<file path="config.mk">
export PLATFORM = sky130hd
export DESIGN_NAME = id_ex_stage_flat
export DESIGN_NICKNAME = d
export VERILOG_FILES = /design/src/rtl/id_ex_stage_if.sv /design/src/rtl/id_ex_stage.sv /design/src/flat_wrapper.sv
export SDC_FILE = /design/constraint.sdc
export NUM_CORES = 1
export LEC_CHECK = 0
export BUFFER_PORTS_ARGS = -buffer_cell sky130_fd_sc_hd__buf_2
export CAP_MARGIN = 20
export CORE_AREA = 2 2 118 120
export DETAILED_ROUTE_END_ITERATION = 12
export DIE_AREA = 0 0 120 122
export GPL_TIMING_DRIVEN = 0
export HOLD_SLACK_MARGIN = 0.1
export PLACE_DENSITY = 0.73
export SYNTH_ARGS = -nofsm -noshare
export SYNTH_HDL_FRONTEND = slang
export SYNTH_SLANG_ARGS = --single-unit
</file>
<file path="constraint.sdc">
create_clock -name clk -period 2.5 [get_ports clk]
set_input_delay 0.125 -clock clk [delete_from_list [all_inputs] [get_ports clk]]
set_output_delay 0.125 -clock clk [all_outputs]
set_load 0.05 [all_outputs]
</file>
<file path="src/rtl/id_ex_stage_if.sv">
// Bus between decode, the ID/EX register and the forwarding sources.
// master = decode/pipeline side, slave = the id_ex_stage register.
interface id_ex_stage_if #(
  parameter int DATA_W = 32,
  parameter int REG_AW = 5,
  parameter int CTRL_W = 3
);
  logic              id_valid;
  logic [DATA_W-1:0] id_rs_data;
  logic [DATA_W-1:0] id_rt_data;
  logic [DATA_W-1:0] id_imm;
  logic              id_alu_src;
  logic [CTRL_W-1:0] id_alu_ctrl;
  logic [REG_AW-1:0] id_rs;
  logic [REG_AW-1:0] id_rt;
  logic [REG_AW-1:0] id_rd;
  logic              id_reg_write;
  logic              id_mem_read;
  logic              id_mem_write;
  logic              stall;
  logic              flush;
  logic              exmem_reg_write;
  logic [REG_AW-1:0] exmem_rd;
  logic [DATA_W-1:0] exmem_result;
  logic              memwb_reg_write;
  logic [REG_AW-1:0] memwb_rd;
  logic [DATA_W-1:0] memwb_result;
  logic              hazard_stall;
  logic              ex_valid;
  logic [DATA_W-1:0] ex_a;
  logic [DATA_W-1:0] ex_b;
  logic [CTRL_W-1:0] ex_alu_ctrl;
  logic [DATA_W-1:0] ex_store_data;
  logic [REG_AW-1:0] ex_rd;
  logic              ex_reg_write;
  logic              ex_mem_read;
  logic              ex_mem_write;

  modport master (
    output id_valid, id_rs_data, id_rt_data, id_imm, id_alu_src, id_alu_ctrl,
           id_rs, id_rt, id_rd, id_reg_write, id_mem_read, id_mem_write,
           stall, flush, exmem_reg_write, exmem_rd, exmem_result,
           memwb_reg_write, memwb_rd, memwb_result,
    input  hazard_stall, ex_valid, ex_a, ex_b, ex_alu_ctrl, ex_store_data,
           ex_rd, ex_reg_write, ex_mem_read, ex_mem_write
  );

  modport slave (
    input  id_valid, id_rs_data, id_rt_data, id_imm, id_alu_src, id_alu_ctrl,
           id_rs, id_rt, id_rd, id_reg_write, id_mem_read, id_mem_write,
           stall, flush, exmem_reg_write, exmem_rd, exmem_result,
           memwb_reg_write, memwb_rd, memwb_result,
    output hazard_stall, ex_valid, ex_a, ex_b, ex_alu_ctrl, ex_store_data,
           ex_rd, ex_reg_write, ex_mem_read, ex_mem_write
  );
endinterface

</file>
<file path="src/rtl/id_ex_stage.sv">
// ID/EX pipeline register with EX/MEM + MEM/WB operand forwarding and hazard detection.
// Define ID_EX_FWD_EN to build the forwarding muxes; otherwise RAW hazards stall instead.
module id_ex_stage #(
  parameter int DATA_W = 32,
  parameter int REG_AW = 5,
  parameter int CTRL_W = 3
) (
  input logic         clk,
  input logic         reset,
  id_ex_stage_if.slave bus
);

  logic              r_valid;
  logic [DATA_W-1:0] r_rs_data;
  logic [DATA_W-1:0] r_rt_data;
  logic [DATA_W-1:0] r_imm;
  logic              r_alu_src;
  logic [CTRL_W-1:0] r_alu_ctrl;
  logic [REG_AW-1:0] r_rs;
  logic [REG_AW-1:0] r_rt;
  logic [REG_AW-1:0] r_rd;
  logic              r_reg_write;
  logic              r_mem_read;
  logic              r_mem_write;

  logic              w_hazard;
  logic              w_rs_match_ex;
  logic              w_rt_match_ex;
  logic [DATA_W-1:0] w_fwd_rs;
  logic [DATA_W-1:0] w_fwd_rt;

  // NOTE: every pipeline register, data included, is async-cleared so outputs read 0 during reset.
  always_ff @(posedge clk or negedge reset) begin
    if (!reset) begin
      r_valid     <= 1'b0;
      r_rs_data   <= '0;
      r_rt_data   <= '0;
      r_imm       <= '0;
      r_alu_src   <= 1'b0;
      r_alu_ctrl  <= '0;
      r_rs        <= '0;
      r_rt        <= '0;
      r_rd        <= '0;
      r_reg_write <= 1'b0;
      r_mem_read  <= 1'b0;
      r_mem_write <= 1'b0;
    end else if (bus.flush || (!bus.stall && w_hazard)) begin
      // NOTE: non-blocking assignments keep every register sampling pre-edge values.
      r_valid     <= 1'b0;
      r_alu_src   <= 1'b0;
      r_alu_ctrl  <= '0;
      r_reg_write <= 1'b0;
      r_mem_read  <= 1'b0;
      r_mem_write <= 1'b0;
    end else if (!bus.stall) begin
      r_valid     <= bus.id_valid;
      r_rs_data   <= bus.id_rs_data;
      r_rt_data   <= bus.id_rt_data;
      r_imm       <= bus.id_imm;
      r_alu_src   <= bus.id_alu_src;
      r_alu_ctrl  <= bus.id_alu_ctrl;
      r_rs        <= bus.id_rs;
      r_rt        <= bus.id_rt;
      r_rd        <= bus.id_rd;
      r_reg_write <= bus.id_reg_write;
      r_mem_read  <= bus.id_mem_read;
      r_mem_write <= bus.id_mem_write;
    end
  end

  // Decode sources compared against the instruction currently in EX.
  assign w_rs_match_ex = (r_rd != '0) && (r_rd == bus.id_rs);
  assign w_rt_match_ex = (r_rd != '0) && (r_rd == bus.id_rt) && !bus.id_alu_src;

`ifdef ID_EX_FWD_EN
  always_comb begin
    // NOTE: defaults first so no path through the mux can infer a latch.
    w_fwd_rs = r_rs_data;
    w_fwd_rt = r_rt_data;
    if (bus.exmem_reg_write && bus.exmem_rd != '0 && bus.exmem_rd == r_rs)
      w_fwd_rs = bus.exmem_result;
    else if (bus.memwb_reg_write && bus.memwb_rd != '0 && bus.memwb_rd == r_rs)
      w_fwd_rs = bus.memwb_result;
    if (bus.exmem_reg_write && bus.exmem_rd != '0 && bus.exmem_rd == r_rt)
      w_fwd_rt = bus.exmem_result;
    else if (bus.memwb_reg_write && bus.memwb_rd != '0 && bus.memwb_rd == r_rt)
      w_fwd_rt = bus.memwb_result;
  end

  assign w_hazard = bus.id_valid && r_valid && r_mem_read &&
                    (w_rs_match_ex || w_rt_match_ex);
`else
  logic w_mem_match;
  logic w_unused;

  assign w_fwd_rs = r_rs_data;
  assign w_fwd_rt = r_rt_data;

  // Without forwarding any valid EX writer or EX/MEM writer blocks a dependent decode.
  assign w_mem_match = bus.exmem_reg_write && (bus.exmem_rd != '0) &&
                       ((bus.exmem_rd == bus.id_rs) ||
                        ((bus.exmem_rd == bus.id_rt) && !bus.id_alu_src));
  assign w_hazard = bus.id_valid &&
                    ((r_valid && (r_mem_read || r_reg_write) &&
                      (w_rs_match_ex || w_rt_match_ex)) || w_mem_match);

  assign w_unused = ^{r_rs, r_rt, bus.exmem_result, bus.memwb_reg_write,
                      bus.memwb_rd, bus.memwb_result};
`endif

  assign bus.hazard_stall  = w_hazard;
  assign bus.ex_valid      = r_valid;
  assign bus.ex_a          = w_fwd_rs;
  assign bus.ex_b          = r_alu_src ? r_imm : w_fwd_rt;
  assign bus.ex_store_data = w_fwd_rt;
  assign bus.ex_alu_ctrl   = r_alu_ctrl;
  assign bus.ex_rd         = r_rd;
  assign bus.ex_reg_write  = r_valid && r_reg_write;
  assign bus.ex_mem_read   = r_valid && r_mem_read;
  assign bus.ex_mem_write  = r_valid && r_mem_write;

endmodule

</file>
<file path="src/flat_wrapper.sv">
// flat-port wrapper written by rule: the top's interface ports become plain ports
module id_ex_stage_flat 
#(
  parameter int DATA_W = 32,
  parameter int REG_AW = 5,
  parameter int CTRL_W = 3
)
  (clk, reset, bus_id_valid, bus_id_rs_data, bus_id_rt_data, bus_id_imm, bus_id_alu_src, bus_id_alu_ctrl, bus_id_rs, bus_id_rt, bus_id_rd, bus_id_reg_write, bus_id_mem_read, bus_id_mem_write, bus_stall, bus_flush, bus_exmem_reg_write, bus_exmem_rd, bus_exmem_result, bus_memwb_reg_write, bus_memwb_rd, bus_memwb_result, bus_hazard_stall, bus_ex_valid, bus_ex_a, bus_ex_b, bus_ex_alu_ctrl, bus_ex_store_data, bus_ex_rd, bus_ex_reg_write, bus_ex_mem_read, bus_ex_mem_write);
  id_ex_stage_if #(.DATA_W(DATA_W), .REG_AW(REG_AW), .CTRL_W(CTRL_W)) bus_i ();
  input logic clk;
  input logic reset;
  input wire logic [$bits(bus_i.id_valid)-1:0] bus_id_valid;
  input wire logic [$bits(bus_i.id_rs_data)-1:0] bus_id_rs_data;
  input wire logic [$bits(bus_i.id_rt_data)-1:0] bus_id_rt_data;
  input wire logic [$bits(bus_i.id_imm)-1:0] bus_id_imm;
  input wire logic [$bits(bus_i.id_alu_src)-1:0] bus_id_alu_src;
  input wire logic [$bits(bus_i.id_alu_ctrl)-1:0] bus_id_alu_ctrl;
  input wire logic [$bits(bus_i.id_rs)-1:0] bus_id_rs;
  input wire logic [$bits(bus_i.id_rt)-1:0] bus_id_rt;
  input wire logic [$bits(bus_i.id_rd)-1:0] bus_id_rd;
  input wire logic [$bits(bus_i.id_reg_write)-1:0] bus_id_reg_write;
  input wire logic [$bits(bus_i.id_mem_read)-1:0] bus_id_mem_read;
  input wire logic [$bits(bus_i.id_mem_write)-1:0] bus_id_mem_write;
  input wire logic [$bits(bus_i.stall)-1:0] bus_stall;
  input wire logic [$bits(bus_i.flush)-1:0] bus_flush;
  input wire logic [$bits(bus_i.exmem_reg_write)-1:0] bus_exmem_reg_write;
  input wire logic [$bits(bus_i.exmem_rd)-1:0] bus_exmem_rd;
  input wire logic [$bits(bus_i.exmem_result)-1:0] bus_exmem_result;
  input wire logic [$bits(bus_i.memwb_reg_write)-1:0] bus_memwb_reg_write;
  input wire logic [$bits(bus_i.memwb_rd)-1:0] bus_memwb_rd;
  input wire logic [$bits(bus_i.memwb_result)-1:0] bus_memwb_result;
  output wire logic [$bits(bus_i.hazard_stall)-1:0] bus_hazard_stall;
  output wire logic [$bits(bus_i.ex_valid)-1:0] bus_ex_valid;
  output wire logic [$bits(bus_i.ex_a)-1:0] bus_ex_a;
  output wire logic [$bits(bus_i.ex_b)-1:0] bus_ex_b;
  output wire logic [$bits(bus_i.ex_alu_ctrl)-1:0] bus_ex_alu_ctrl;
  output wire logic [$bits(bus_i.ex_store_data)-1:0] bus_ex_store_data;
  output wire logic [$bits(bus_i.ex_rd)-1:0] bus_ex_rd;
  output wire logic [$bits(bus_i.ex_reg_write)-1:0] bus_ex_reg_write;
  output wire logic [$bits(bus_i.ex_mem_read)-1:0] bus_ex_mem_read;
  output wire logic [$bits(bus_i.ex_mem_write)-1:0] bus_ex_mem_write;
  assign bus_i.id_valid = bus_id_valid;
  assign bus_i.id_rs_data = bus_id_rs_data;
  assign bus_i.id_rt_data = bus_id_rt_data;
  assign bus_i.id_imm = bus_id_imm;
  assign bus_i.id_alu_src = bus_id_alu_src;
  assign bus_i.id_alu_ctrl = bus_id_alu_ctrl;
  assign bus_i.id_rs = bus_id_rs;
  assign bus_i.id_rt = bus_id_rt;
  assign bus_i.id_rd = bus_id_rd;
  assign bus_i.id_reg_write = bus_id_reg_write;
  assign bus_i.id_mem_read = bus_id_mem_read;
  assign bus_i.id_mem_write = bus_id_mem_write;
  assign bus_i.stall = bus_stall;
  assign bus_i.flush = bus_flush;
  assign bus_i.exmem_reg_write = bus_exmem_reg_write;
  assign bus_i.exmem_rd = bus_exmem_rd;
  assign bus_i.exmem_result = bus_exmem_result;
  assign bus_i.memwb_reg_write = bus_memwb_reg_write;
  assign bus_i.memwb_rd = bus_memwb_rd;
  assign bus_i.memwb_result = bus_memwb_result;
  assign bus_hazard_stall = bus_i.hazard_stall;
  assign bus_ex_valid = bus_i.ex_valid;
  assign bus_ex_a = bus_i.ex_a;
  assign bus_ex_b = bus_i.ex_b;
  assign bus_ex_alu_ctrl = bus_i.ex_alu_ctrl;
  assign bus_ex_store_data = bus_i.ex_store_data;
  assign bus_ex_rd = bus_i.ex_rd;
  assign bus_ex_reg_write = bus_i.ex_reg_write;
  assign bus_ex_mem_read = bus_i.ex_mem_read;
  assign bus_ex_mem_write = bus_i.ex_mem_write;
  id_ex_stage #(.DATA_W(DATA_W), .REG_AW(REG_AW), .CTRL_W(CTRL_W)) u_core (.clk(clk), .reset(reset), .bus(bus_i));
endmodule
</file>
==> results by group <==
Placed design
  – Detailed Place HPWL: 9240 um
  – Gpl congestion: 0.847
  – Placed Area: 6670 um2
  – Pre-CTS setup slack: -0.000171 ns
  – I/O Buffers: 235

Floorplanning
  – Starting density of the core: 38.8%
  – Die X: 120 um
  – I/O pin cnt: 308
  – Die Y-Extent: 122 um
  – Row count: 43
  – Die area: ~15000 um2
  – Core area: 13500 um2

CTS
  – Maximum buffer depth of the clock tree: 2
  – Cts bufs inserted: 9
  – H-tree Lvls: 3
  – CTS Sinks: 109
  – Clk_lat worst skew: 0.35 ns
  – Clk slew on worst S/H paths: 0.07 ns
  – Clock tree from TritonCTS: built
  – CTS root buf: clkbuf_16

Yosys
  – Netlist cell types: 26
  – Synth area leader: dfrtp_1
  – Synthesized cell area: between 5000 and 6000 um2
  – #FFs+latches synth: 109
  – Top area cells in the synthesized netlist: dfrtp_1 52%, mux2_4 26%, mux2_2 9.2%, buf_12 3.8%, xor2_1 3.3%
  – Cell count after synthesis: 318
  – Synthesized area per cell: 16.5 um2
  – Synth top area share: 52.1%
  – Syn. warnings: 0
  – Post-synthesis sequential area ratio: 52.1%
  – Syn nets: 517

Global routing
  – Gr ovfl total: 0
  – Aggregate global-route resource usage: roughly 20%
  – Vias in the first global route: 4426
  – Largest net degree at the start of global routing: 62
  – First-pass GRT wire length: 22700 um
  – Initial antenna violation count: 1

Setup path
  – Reg2Reg Depth: 7
  – Critical path data arrival time: 2.71 ns
  – Worst R2R End: u_core.r_imm[10]
  – Crit. Startpoint: u_core.bus.ex_rd[1]
  – Crit Reg-Reg Startpoint: u_core.bus.ex_rd[1]
  – Worst EP required: 2.73 ns
  – Startpoint types: flop
  – CP max FO: 6
  – CP endpoint kind: flop
  – Setup Crit Path Kind: reg -> reg
  – FF-to-FF setup slack: roughly 0.025 ns

Timing
  – Worst Skew: 0.00849 ns
  – Setup TNS Final: 0 ns
  – Fmax: 404 MHz
  – Final hold violations: 0
  – Slew margin rel.: 55.8%
  – Post-route setup slack: 0.0249 ns
  – Fin. max-slew vios: 0
  – Final period utilization: 99.0%
  – Post-layout minimum cycle time: 2.48 ns
  – Worst slew pin tran: between 0.6 and 0.7 ns
  – Final setup violation count: 0
  – RSZ-0062 raised after global routing: yes

Routing
  – Via count: 4097
  – WL/cell: 17.2 um
  – Total wire length: ~15000 um
  – Final ANT Viol Nets: 0
  – Initial DRC count: 163
  – Vias per inst: between 4 and 5
  – DRC Markers: 0
  – Drt pass-1 iters: 4

Finish
  – Syn-to-layout area delta: 58.6%
  – Share of layout cells above drive strength 1: 60.4%
  – Final instance area: 8300 um2
  – Final #Nets: just under 900
  – Multi-input logic area: between 2000 and 2500 um2
  – Sequential cell area: 2730 um2
  – Fill cells: between 1000 and 1500

Min path
  – Worst hold start: bus_stall
  – Hold Crit Class: in -> reg
  – Worst Hold End: u_core.r_reg_write
  – Hold Path Depth: 3

Power
  – Power share of the sequential group: between 30% and 40%
  – Total net switching power: 2.25 mW
  – Comb power frac: 39.1%
  – Leakage: between 4 and 5 nW
  – Worst VDD drop: just under 400 uV
  – Clock share of power: 24.0%
  – Internal: 3.73 mW
  – Sw Ratio: 37.6%
  – Pwr Density: around 720 nW/um2

Run status
  – Status: completed

Job
  – Max-cap viol count: 0
sequential cells by signal, indices dropped and copies added (netlist names):
register and cells:
u_core.bus.ex_valid 1, u_core.r_reg_write 1, u_core.r_mem_read 1, u_core.r_imm 32
u_core.bus.ex_a 32, u_core.bus.ex_alu_ctrl 3, u_core.r_alu_src 1, u_core.bus.ex_rd 5
u_core.r_mem_write 1, u_core.bus.ex_store_data 32
synth_stat cells:
cell type,number
dfrtp_1,109
mux2_4,90
mux2_2,43
xor2_1,20
buf_12,10
nand2_1,6
nor2_1,5
a32o_1,4
clkbuf_1,4
o22ai_1,4
and2_1,3
a22o_1,2
buf_1,2
nor3_1,2
nor4_1,2
or3b_2,2
a221oi_4,1
a22oi_1,1
buf_4,1
inv_1,1
nor2b_1,1
o221a_1,1
o311a_1,1
or2_2,1
or3_1,1
or4_1,1
worst max-delay path: stages, from the launching register on:
cell and delay (ns):
dfrtp_2 0.40, or4_4 0.54, o221a_4 0.30, a221oi_4 0.34
buf_6 0.17, buf_12 0.15, clkbuf_16 0.16, mux2_4 0.29
cells by family after synthesis:
kind of cell,count (synthesis),synth area share [%]
compound gates,14,2.63
xor+xnor,20,3.35
buf+inv,18,4.47
flops,109,52.1
mux,133,35.1
simple gates,24,2.41
placed cells by master, fill, tap and decap left out, types with 2 or more instances in the layout:
master	synthesis	final
o22ai_1	4	4
buf_1	2	2
or3b_2	2	2
buf_6	0	2
clkinv_2	0	2
buf_12	10	10
clkbuf_16	0	15
mux2_4	90	90
nand2_1	6	6
a22o_1	2	2
a32o_1	4	4
buf_4	1	7
dfrtp_2	0	3
mux2_2	43	43
dlygate4sd3_1	0	108
nor4_1	2	2
buf_2	0	234
clkbuf_1	4	6
nor3_1	2	2
buf_16	0	2
nor2_1	5	5
and2_1	3	3
dfrtp_1	109	106
xor2_1	20	20
worst max path at each step:
stage,cells past startpoint,endpoint
floorplan,6,u_core.bus.ex_rd[1]
global placement,1,u_core.bus.ex_rd[1]
detailed placement,6,u_core.r_imm[16]
CTS,6,u_core.r_imm[27]
global route,7,u_core.r_imm[10]
finish,7,u_core.r_imm[10]
through the flow:
step	utilization, %	hold slack [ns]	power (mW)	cells
after CTS	60.1	0.132	5.96	862
after global placement	49.2	0.356	4.32	733
final	61.5	0.145	5.98	873
after detailed placement	49.4	0.191	4.36	734
after floorplan	-	-0.171	3.82	318
after global routing	61.5	0.154	6.24	872
power groups by stage:
stage	Clock, mW	Combinational [mW]	Sequential, mW
2_1_floorplan	0	0.988	2.83
3_3_place_gp	0	2.10	2.22
3_5_place_dp	0	2.13	2.24
4_1_cts	1.47	2.29	2.20
5_1_grt	1.55	2.44	2.24
6_report	1.43	2.34	2.21
metal layers:
layer / global-route usage, % / wire (um) / up-vias / share of wire [%]
met5: 0 / 0 / - / 0
met4: 9.26 / 361 / 0 / 2.4
met3: 4.68 / 820 / 29 / 5.5
met2: 35.8 / 7780 / 171 / 52
met1: 22.5 / 6050 / 2014 / 40
li1: - / - / 1883 / -
final cells by class:
cell class,instances,area share (%)
Antenna cell,1,0.0301
Tap cell,180,2.71
Buffer,17,2.77
Clock inverter,4,0.573
Multi-Input combinational cell,191,27.6
Timing Repair Buffer,358,30.4
Clock buffer,12,2.97
Inverter,1,0.0452
Sequential cell,109,32.9
repair_timing:
item,4_1_cts,5_1_grt
resized for setup,2,4
hold buffers,108,0
buffers inserted,3,4
gates cloned,1,6
endpoints found under the setup margin,91,101
pin swaps,2,2
endpoints found under the hold margin,155,0
Power figures use the tool's default switching activity.
